`src/rtl/add_sched.sv`:
```
// Round-robin scheduler sharing one external W-bit adder among NREQ valid/ready requesters.
// Optional: define ADD_SCHED_SAT_EN for unsigned saturation of the captured sum on carry-out.
module add_sched #(
    parameter int NREQ = 4,
    parameter int W    = 16,
    parameter int IDW  = $clog2(NREQ)
) (
    input  logic              Clk,
    input  logic              Reset,
    input  logic [NREQ-1:0]   req_valid,
    input  logic [NREQ*W-1:0] req_a,
    input  logic [NREQ*W-1:0] req_b,
    output logic [NREQ-1:0]   req_ready,
    output logic [W-1:0]      add_A,
    output logic [W-1:0]      add_B,
    input  logic [W-1:0]      add_Sum,
    input  logic              add_CO,
    output logic              resp_valid,
    output logic [IDW-1:0]    resp_id,
    output logic [W-1:0]      resp_sum,
    output logic              resp_co,
    input  logic              resp_ready
);

    typedef enum logic [1:0] {
        IDLE,
        EXEC,
        RESP
    } state_t;

    state_t         state;
    logic [IDW-1:0] ptr;
    logic [IDW-1:0] id_q;
    logic [IDW-1:0] grant;
    logic           any_valid;

    // Scan from ptr upward, wrapping at NREQ (which need not be a power of two).
    always_comb begin
        int unsigned    idx;
        logic [IDW-1:0] sel;
        grant     = '0;
        any_valid = 1'b0;
        idx       = 0;
        sel       = '0;
        for (int unsigned k = 0; k < NREQ; k++) begin
            idx = 32'(ptr) + k;
            if (idx >= 32'(NREQ))
                idx = idx - 32'(NREQ);
            sel = idx[IDW-1:0];
            if (!any_valid && req_valid[sel]) begin
                any_valid = 1'b1;
                grant     = sel;
            end
        end
    end

    always_comb begin
        req_ready = '0;
        if (!Reset && state == IDLE && any_valid)
            req_ready[grant] = 1'b1;
    end

    always_ff @(posedge Clk) begin
        if (Reset) begin
            state      <= IDLE;
            ptr        <= '0;
            id_q       <= '0;
            add_A      <= '0;
            add_B      <= '0;
            resp_valid <= 1'b0;
            resp_sum   <= '0;
            resp_co    <= 1'b0;
            resp_id    <= '0;
        end else begin
            case (state)
                IDLE: begin
                    if (any_valid) begin
                        add_A <= req_a[grant*W +: W];
                        add_B <= req_b[grant*W +: W];
                        id_q  <= grant;
                        ptr   <= (grant == IDW'(NREQ-1)) ? '0 : grant + 1'b1;
                        state <= EXEC;
                    end
                end
                EXEC: begin
`ifdef ADD_SCHED_SAT_EN
                    resp_sum <= add_CO ? '1 : add_Sum;
`else
                    resp_sum <= add_Sum;
`endif
                    resp_co    <= add_CO;
                    resp_id    <= id_q;
                    resp_valid <= 1'b1;
                    state      <= RESP;
                end
                RESP: begin
                    if (resp_valid && resp_ready) begin
                        resp_valid <= 1'b0;
                        state      <= IDLE;
                    end
                end
                default: state <= IDLE;
            endcase
        end
    end

endmodule

```
`config.mk`:
```
export PLATFORM = sky130hd
export DESIGN_NAME = add_sched
export DESIGN_NICKNAME = d
export VERILOG_FILES = /design/src/rtl/add_sched.sv
export SDC_FILE = /design/constraint.sdc
export NUM_CORES = 1
export LEC_CHECK = 0
export BUFFER_PORTS_ARGS = -buffer_cell sky130_fd_sc_hd__buf_2
export CORE_MARGIN = 5
export CORE_UTILIZATION = 40
export CTS_BUF_LIST = sky130_fd_sc_hd__clkbuf_4 sky130_fd_sc_hd__clkbuf_8
export DETAILED_ROUTE_END_ITERATION = 8
export GPL_TIMING_DRIVEN = 0
export PLACE_DENSITY = 0.75
export SYNTH_ARGS = -nofsm -noshare
export SYNTH_HDL_FRONTEND = slang
export SYNTH_SLANG_ARGS = --single-unit
```
`constraint.sdc`:
```
create_clock -name Clk -period 2 [get_ports Clk]
set_input_delay 0.4 -clock Clk [delete_from_list [all_inputs] [get_ports Clk]]
set_output_delay 0.4 -clock Clk [all_outputs]
set_load 0.01 [all_outputs]
```
==> flow_metrics.py, run 1 <==
metrics = {
    "status": {
        "status": "complete, but fails checks",
        "failed_checks": "setup timing",
    },
    "grt": {
        "gr-total-overflow": 0,
        "grt_pass1_vias": 3977,
        "antenna_found_initial": 0,
        "grt_pass1_wl_um": 18000,
        "grt_max_degree": 16,
        "grtUsageTotal_pct": 22.3,
    },
    "worst_setup_path": {
        "crit_slowest_cell": "dfxtp_2",
        "critPathKind": "reg -> out",
        "critical_path_peak_fanout": 4,
        "slowest_delay_ns": 0.34,
        "r2r_cells": 8,
        "reg2reg_setup_slack_ns": 0.08,
        "worst_ep_arrival_time_ns": 2.02,
        "path_cells": "and2b_2 > a21o_1 > a221oi_2 > buf_4 > buf_8 > inv_4 > ha_4 > and2_4 > buf_6",
        "cp-start-kind": "flip-flop",
        "cpLargestDelayFamily": "compound AO/OA/AOI/OAI gates",
        "r2r-end": "add_B[10]$_SDFFE_PP0P_",
        "cp_num_buf_inv": 4,
        "reg2reg_from": "ptr[0]$_SDFFE_PP0P_",
        "cp-end-kind": "output port",
        "crit_required_ns": 1.60,
    },
    "timing": {
        "setup_ws_ns": -0.422,
        "finClkSkew_ns": 0.00743,
        "slew_viol_final": 0,
        "holdWs_ns": 0.316,
        "rsz0062_at_grt": "true",
        "min_period_ns": 2.42,
        "max_freq_mhz": 413,
        "hold_viol": 0,
        "fin_setup_tns_ns": -1.38,
        "setup_viol": 4,
        "relSlewSlack_pct": 67.9,
        "worst_slew_pin_slew_ns": 0.481,
        "post-route-period-util_pct": 121,
    },
    "die": {
        "core_mm2": 0.00809,
        "fp.dieW_um": 101,
        "die_area_mm2": 0.0101,
        "die_h_um": 101,
        "io_pins": 208,
        "fp-row-count": 33,
        "initial_core_util_pct": 40.5,
    },
    "pwr": {
        "finalPower_mw": 4.45,
        "comb_power_share_pct": 38.7,
        "clkPwrFrac_pct": 28.1,
        "max-vdd-ir-drop_mv": 0.470,
        "p_leak_nw": 2.27,
        "switching_share_pct": 34.3,
        "sequentialPowerShare_pct": 33.2,
        "internal-power_mw": 2.93,
        "power.density_mw_per_mm2": 919,
        "p_sw_mw": 1.52,
    },
    "detailed_routing": {
        "drt_iter0_drc": 114,
        "drcViolationCount": 0,
        "via_count": 3805,
        "firstDrtPassIters": 4,
        "avgViaCountPerCell": 5.21,
        "wl_per_cell_um": 16.0,
        "wirelength_um": 11700,
        "antenna_left": 0,
    },
    "min_path": {
        "min-delay-path-class": "in -> reg",
        "hold_depth": 3,
        "hold_path_startpoint": "add_Sum[15]",
        "min_to": "resp_sum[15]$_SDFFE_PP0P_",
    },
    "logic_synthesis": {
        "synthesis.area_mm2": 0.00328,
        "synth.yosys.seq_area_share_pct": 35.4,
        "synth.yosys.warnings": 0,
        "syn_inst": 391,
        "synth.avg_cell_area_um2": 8.38,
        "synth-seq-cells": 58,
        "synth_cell_types": 42,
        "synthesis.nets": 545,
    },
    "placement": {
        "dpl-instance-area_mm2": 0.00445,
        "hpwl_um": 8960,
        "place_congestion": 0.850,
        "port_buffers": 206,
    },
    "flow_run": {
        "drv_cap": 0,
    },
    "clocking": {
        "cts.sinks": 58,
        "htreeDepth": 3,
        "clockRootBuffer": "clkbuf_8",
        "clk_path_buf_depth": 2,
        "numCtsBuffers": 9,
        "clkLatencyLatePin_ns": 0.32,
        "cts_tree": "yes",
        "hold_buffers": 0,
        "path_clk_slew_ns": 0.07,
    },
    "final_layout": {
        "drive_gt1_share_pct": 44.7,
        "syn_to_final_growth_pct": 47.7,
        "layout_commonest_cell": "buf_2",
        "fillers": 745,
        "final_cell_mix": "buf_2 (211), nand2_1 (73), dfxtp_1 (57)",
        "antennaDiodeCount": 0,
        "final_area_mm2": 0.00484,
        "final_util_pct": 59.8,
        "fin_nets": 775,
    },
}
==> metal layers <==
layer | track usage, % | vias up | share of wire (%)
li1 | - | 1875 | -
met1 | 25.2 | 1737 | 38
met2 | 40.7 | 179 | 51
met3 | 5.61 | 14 | 9.6
met4 | 7.46 | 0 | 1.4
met5 | 0 | - | 0
==> worst reg2reg max path, stage by stage (launching register included) <==
cell,delay [ns]
dfxtp_2,0.34
and2b_2,0.23
a21o_1,0.16
a221oi_2,0.28
buf_4,0.18
buf_4,0.17
clkbuf_4,0.23
a211o_1,0.13
o211ai_1,0.08
==> layout make-up <==
type | instances | area, um2 | area share (%)
multi-input combinational | 290 | 1900 | 39.2
sequential | 58 | 1160 | 24.0
timing repair buffer | 220 | 1150 | 23.7
buffer | 36 | 241 | 4.99
clock buffer | 12 | 159 | 3.28
tap | 105 | 131 | 2.71
clock inverter | 4 | 73.8 | 1.52
inverter | 6 | 27.5 | 0.568
==> registers in the layout (all words and copies together), names as in the netlist <==
name,cells
resp_valid,1
state,2
resp_sum,16
id_q,2
resp_co,1
add_A,16
resp_id,2
add_B,16
ptr,2
==> kinds of logic (layout without fill, tap and decap cells) <==
group | after synthesis | count (layout) | synth area share [%]
DFF | 58 | 58 | 35.4
AOI/OAI and AO/OA | 129 | 129 | 28.5
buffers and inverters | 43 | 278 | 7.82
and+or+nand+nor | 126 | 126 | 17.4
adders and majority gates | 2 | 2 | 0.763
muxes | 33 | 33 | 10.1
==> metrics by stage <==
stage	instances	setup WS, ns
detailed placement	702	-0.515
finish	731	-0.422
floorplan	391	-0.0849
global route	731	-0.511
CTS	725	-0.442
global placement	702	-0.474
==> what timing repair did <==
item	in CTS	in global routing
resized for setup	5	7
pin swaps	4	3
setup buffers	8	7
setup endpoints to repair	5	20
==> cells in the mapped netlist, drive strengths merged <==
| cell type | instances | area, um2 |
|---|---|---|
| nand2 | 75 | 292 |
| dfxtp | 58 | 1160 |
| a211o | 33 | 290 |
| mux2i | 33 | 330 |
| o21ai | 33 | 169 |
| nand3 | 32 | 160 |
| o211ai | 32 | 250 |
| a21oi | 24 | 131 |
| buf | 21 | 171 |
| clkbuf | 16 | 62.6 |
| inv | 6 | 22.5 |
| nor2 | 6 | 32.5 |
| nand2b | 3 | 18.8 |
| a211oi | 2 | 27.5 |
| a21o | 2 | 16.3 |
| a221oi | 2 | 23.8 |
| and2 | 2 | 12.5 |
| and2b | 2 | 17.5 |
| ha | 2 | 25.0 |
| nor2b | 2 | 12.5 |
| nor3 | 2 | 10.0 |
| nand3b | 1 | 7.51 |
| o41ai | 1 | 27.5 |
| or2 | 1 | 6.26 |
==> power groups by stage <==
stage	combinational, mW	clock, mW	sequential [mW]
after CTS	1.69	1.28	1.48
after global routing	1.88	1.33	1.50
final	1.72	1.25	1.48
after detailed placement	1.62	0	1.50
after global placement	1.59	0	1.49
after floorplan	0.940	0	1.57
==> worst max-delay path by stage <==
stage | cells past startpoint | startpoint | endpoint
after CTS | 9 | ptr[0]$_SDFFE_PP0P_ | req_ready[2]
after global routing | 9 | ptr[0]$_SDFFE_PP0P_ | req_ready[2]
after global placement | 9 | req_valid[2] | req_ready[1]
after detailed placement | 10 | req_valid[2] | req_ready[2]
final | 9 | ptr[0]$_SDFFE_PP0P_ | req_ready[2]
after floorplan | 8 | req_valid[2] | req_ready[2]
No activity file was read; power rests on OpenSTA's default activity.
==> inputs of run 2 (changes only) <==
--- a/config.mk
+++ b/config.mk
@@ -7,11 +7,11 @@
 export LEC_CHECK = 0
 export BUFFER_PORTS_ARGS = -buffer_cell sky130_fd_sc_hd__buf_2
 export CORE_MARGIN = 5
-export CORE_UTILIZATION = 40
-export CTS_BUF_LIST = sky130_fd_sc_hd__clkbuf_4 sky130_fd_sc_hd__clkbuf_8
+export CORE_UTILIZATION = 46
+export CTS_BUF_LIST = sky130_fd_sc_hd__clkbuf_16
 export DETAILED_ROUTE_END_ITERATION = 8
 export GPL_TIMING_DRIVEN = 0
-export PLACE_DENSITY = 0.75
+export PLACE_DENSITY = 0.82
 export SYNTH_ARGS = -nofsm -noshare
 export SYNTH_HDL_FRONTEND = slang
 export SYNTH_SLANG_ARGS = --single-unit
==> constraint.sdc (replaced) <==
create_clock -name Clk -period 2.96 [get_ports Clk]
set_input_delay 0.592 -clock Clk [delete_from_list [all_inputs] [get_ports Clk]]
set_output_delay 0.592 -clock Clk [all_outputs]
set_load 0.01 [all_outputs]
==> flow_metrics.py, run 2 (synthesis results as in run 1) <==
metrics = {
    "final_layout": {
        "drive_gt1_share_pct": 42.9,
        "multi_input_area_mm2": 0.00186,
        "fin_nets": 765,
        "final_cells": 713,
        "top_regs": "add_A: 16 flops, add_B: 16 flops, resp_sum: 16 flops",
        "layout_commonest_cell": "buf_2",
        "syn_to_final_growth_pct": 45.9,
        "fillers": 595,
        "final_cell_mix": "buf_2 (216), nand2_1 (73), dfxtp_1 (58)",
        "final_area_mm2": 0.00478,
        "ff_latch_area_mm2": 0.00116,
    },
    "worst_setup_path": {
        "cp-end-kind": "output port",
        "r2r-end": "ptr[1]$_SDFFE_PP0P_",
        "critPathKind": "reg -> out",
        "crit_required_ns": 2.37,
        "worst_ep_arrival_time_ns": 2.24,
        "critical_path_peak_fanout": 11,
        "reg2reg_setup_slack_ns": 0.87,
        "cp-start-kind": "flip-flop",
        "r2r_cells": 7,
        "reg2reg_from": "ptr[1]$_SDFFE_PP0P_",
    },
    "detailed_routing": {
        "via_count": 3833,
        "firstDrtPassIters": 4,
        "antenna_left": 0,
        "drt_iter0_drc": 141,
        "avgViaCountPerCell": 5.38,
        "wirelength_um": 11700,
        "drcViolationCount": 0,
        "wl_per_cell_um": 16.4,
    },
    "min_path": {
        "hold_depth": 2,
        "min-delay-path-class": "reg -> reg",
        "min_to": "resp_sum[14]$_SDFFE_PP0P_",
        "hold_path_startpoint": "resp_sum[14]$_SDFFE_PP0P_",
    },
    "placement": {
        "preCtsSetupSlack_ns": 0.0581,
        "hpwl_um": 8760,
        "place_congestion": 0.867,
        "dp_cells": 693,
        "port_buffers": 206,
        "dpl-instance-area_mm2": 0.00443,
    },
    "timing": {
        "hold_viol": 0,
        "finClkSkew_ns": 0.00630,
        "setup_ws_ns": 0.127,
        "fin_setup_tns_ns": 0,
        "setup_viol": 0,
        "relSlewSlack_pct": 63.7,
        "min_period_ns": 2.83,
        "slew_viol_final": 0,
        "worst_slew_pin_slew_ns": 0.544,
        "max_freq_mhz": 353,
        "rsz0062_at_grt": "false",
        "post-route-period-util_pct": 95.7,
    },
    "die": {
        "fp-row-count": 30,
        "fp.dieW_um": 94.4,
        "core_mm2": 0.00687,
        "initial_core_util_pct": 47.7,
        "die_h_um": 94.4,
        "io_pins": 208,
        "die_area_mm2": 0.00892,
    },
    "grt": {
        "gr-total-overflow": 0,
        "grt_pass1_vias": 3814,
        "grt_pass1_wl_um": 18200,
        "grt_max_degree": 13,
        "antenna_found_initial": 1,
        "grtUsageTotal_pct": 26.0,
    },
    "status": {
        "status": "finished, final reports clean",
    },
    "flow_run": {
        "drv_cap": 0,
    },
    "clocking": {
        "clkLatencyLatePin_ns": 0.33,
        "htreeDepth": 3,
        "clockRootBuffer": "clkbuf_16",
        "cts_tree": "yes",
        "cts.sinks": 58,
        "cts_resized": 0,
        "numCtsBuffers": 9,
        "clk_path_buf_depth": 2,
        "path_clk_slew_ns": 0.06,
    },
    "pwr": {
        "power.density_mw_per_mm2": 677,
        "p_leak_nw": 2.25,
        "max-vdd-ir-drop_mv": 0.328,
    },
}
==> run 2: cell count changes in the layout (fill, tap and decap cells not counted), moves of 2 or more <==
cell / before / now
clkinv_4: 1 / 3
and2_4: 2 / 0
clkbuf_4: 3 / 0
and2_1: 0 / 2
inv_4: 2 / 0
buf_2: 211 / 216
clkbuf_16: 0 / 9
buf_4: 16 / 6
clkbuf_8: 11 / 0
buf_6: 9 / 7
==> run 2: layer usage <==
layer / up-vias / GRT usage, % / wire, um
met1: 1752 / 31.3 / 4630
met5: - / 0 / 0
li1: 1856 / - / -
met4: 0 / 13.4 / 374
met2: 193 / 42.6 / 5800
met3: 32 / 6.69 / 922
==> run 2: area by class of cell <==
cell class / count / share of cell area [%]
multi-input cells: 290 / 38.9
flip-flops and latches: 58 / 24.3
repair buffers: 209 / 22.0
plain buffers: 37 / 4.89
clock buffers: 9 / 4.71
well taps: 96 / 2.51
clock inverters: 7 / 2.15
inverters: 6 / 0.471
diodes: 1 / 0.0523
==> run 2: worst max-delay path by stage <==
stage	from	endpoint	slack [ns]
after floorplan	req_valid[2]	req_ready[2]	0.46
after CTS	req_valid[2]	req_ready[2]	0.06
after global routing	req_valid[2]	req_ready[2]	0.008
after global placement	req_valid[2]	req_ready[2]	0.08
after detailed placement	req_valid[2]	req_ready[2]	0.06
final	ptr[1]$_SDFFE_PP0P_	req_ready[3]	0.13
==> run 2: timing repair <==
item / in CTS / in global routing
hold buffers: 0 / 0
setup endpoints to repair: 0 / 2
setup buffers: 0 / 3
==> run 2: worst max-delay path, cell delays in order, from the launching register on <==
cell	delay, ns
dfxtp_1	0.53
nand2_4	0.09
a211oi_4	0.46
nor2_4	0.18
buf_6	0.21
ha_1	0.17
and2_1	0.13
buf_2	0.14
==> run 2: report_power, final <==
part	switching [mW]	internal [mW]	total, mW
clock network	0.392	0.743	1.14
registers	0.0800	0.918	0.998
logic	0.619	0.485	1.10
==> run 2: metrics by stage <==
| step | power, mW | utilization [%] | hold slack [ns] |
|---|---|---|---|
| 4_1_cts | 3.24 | 69.3 | 0.451 |
| 3_3_place_gp | 2.06 | 64.5 | 0.439 |
| 6_report | 3.24 | 69.6 | 0.451 |
| 2_1_floorplan | 1.69 | - | 0.432 |
| 3_5_place_dp | 2.09 | 64.5 | 0.443 |
| 5_1_grt | 3.42 | 69.6 | 0.474 |
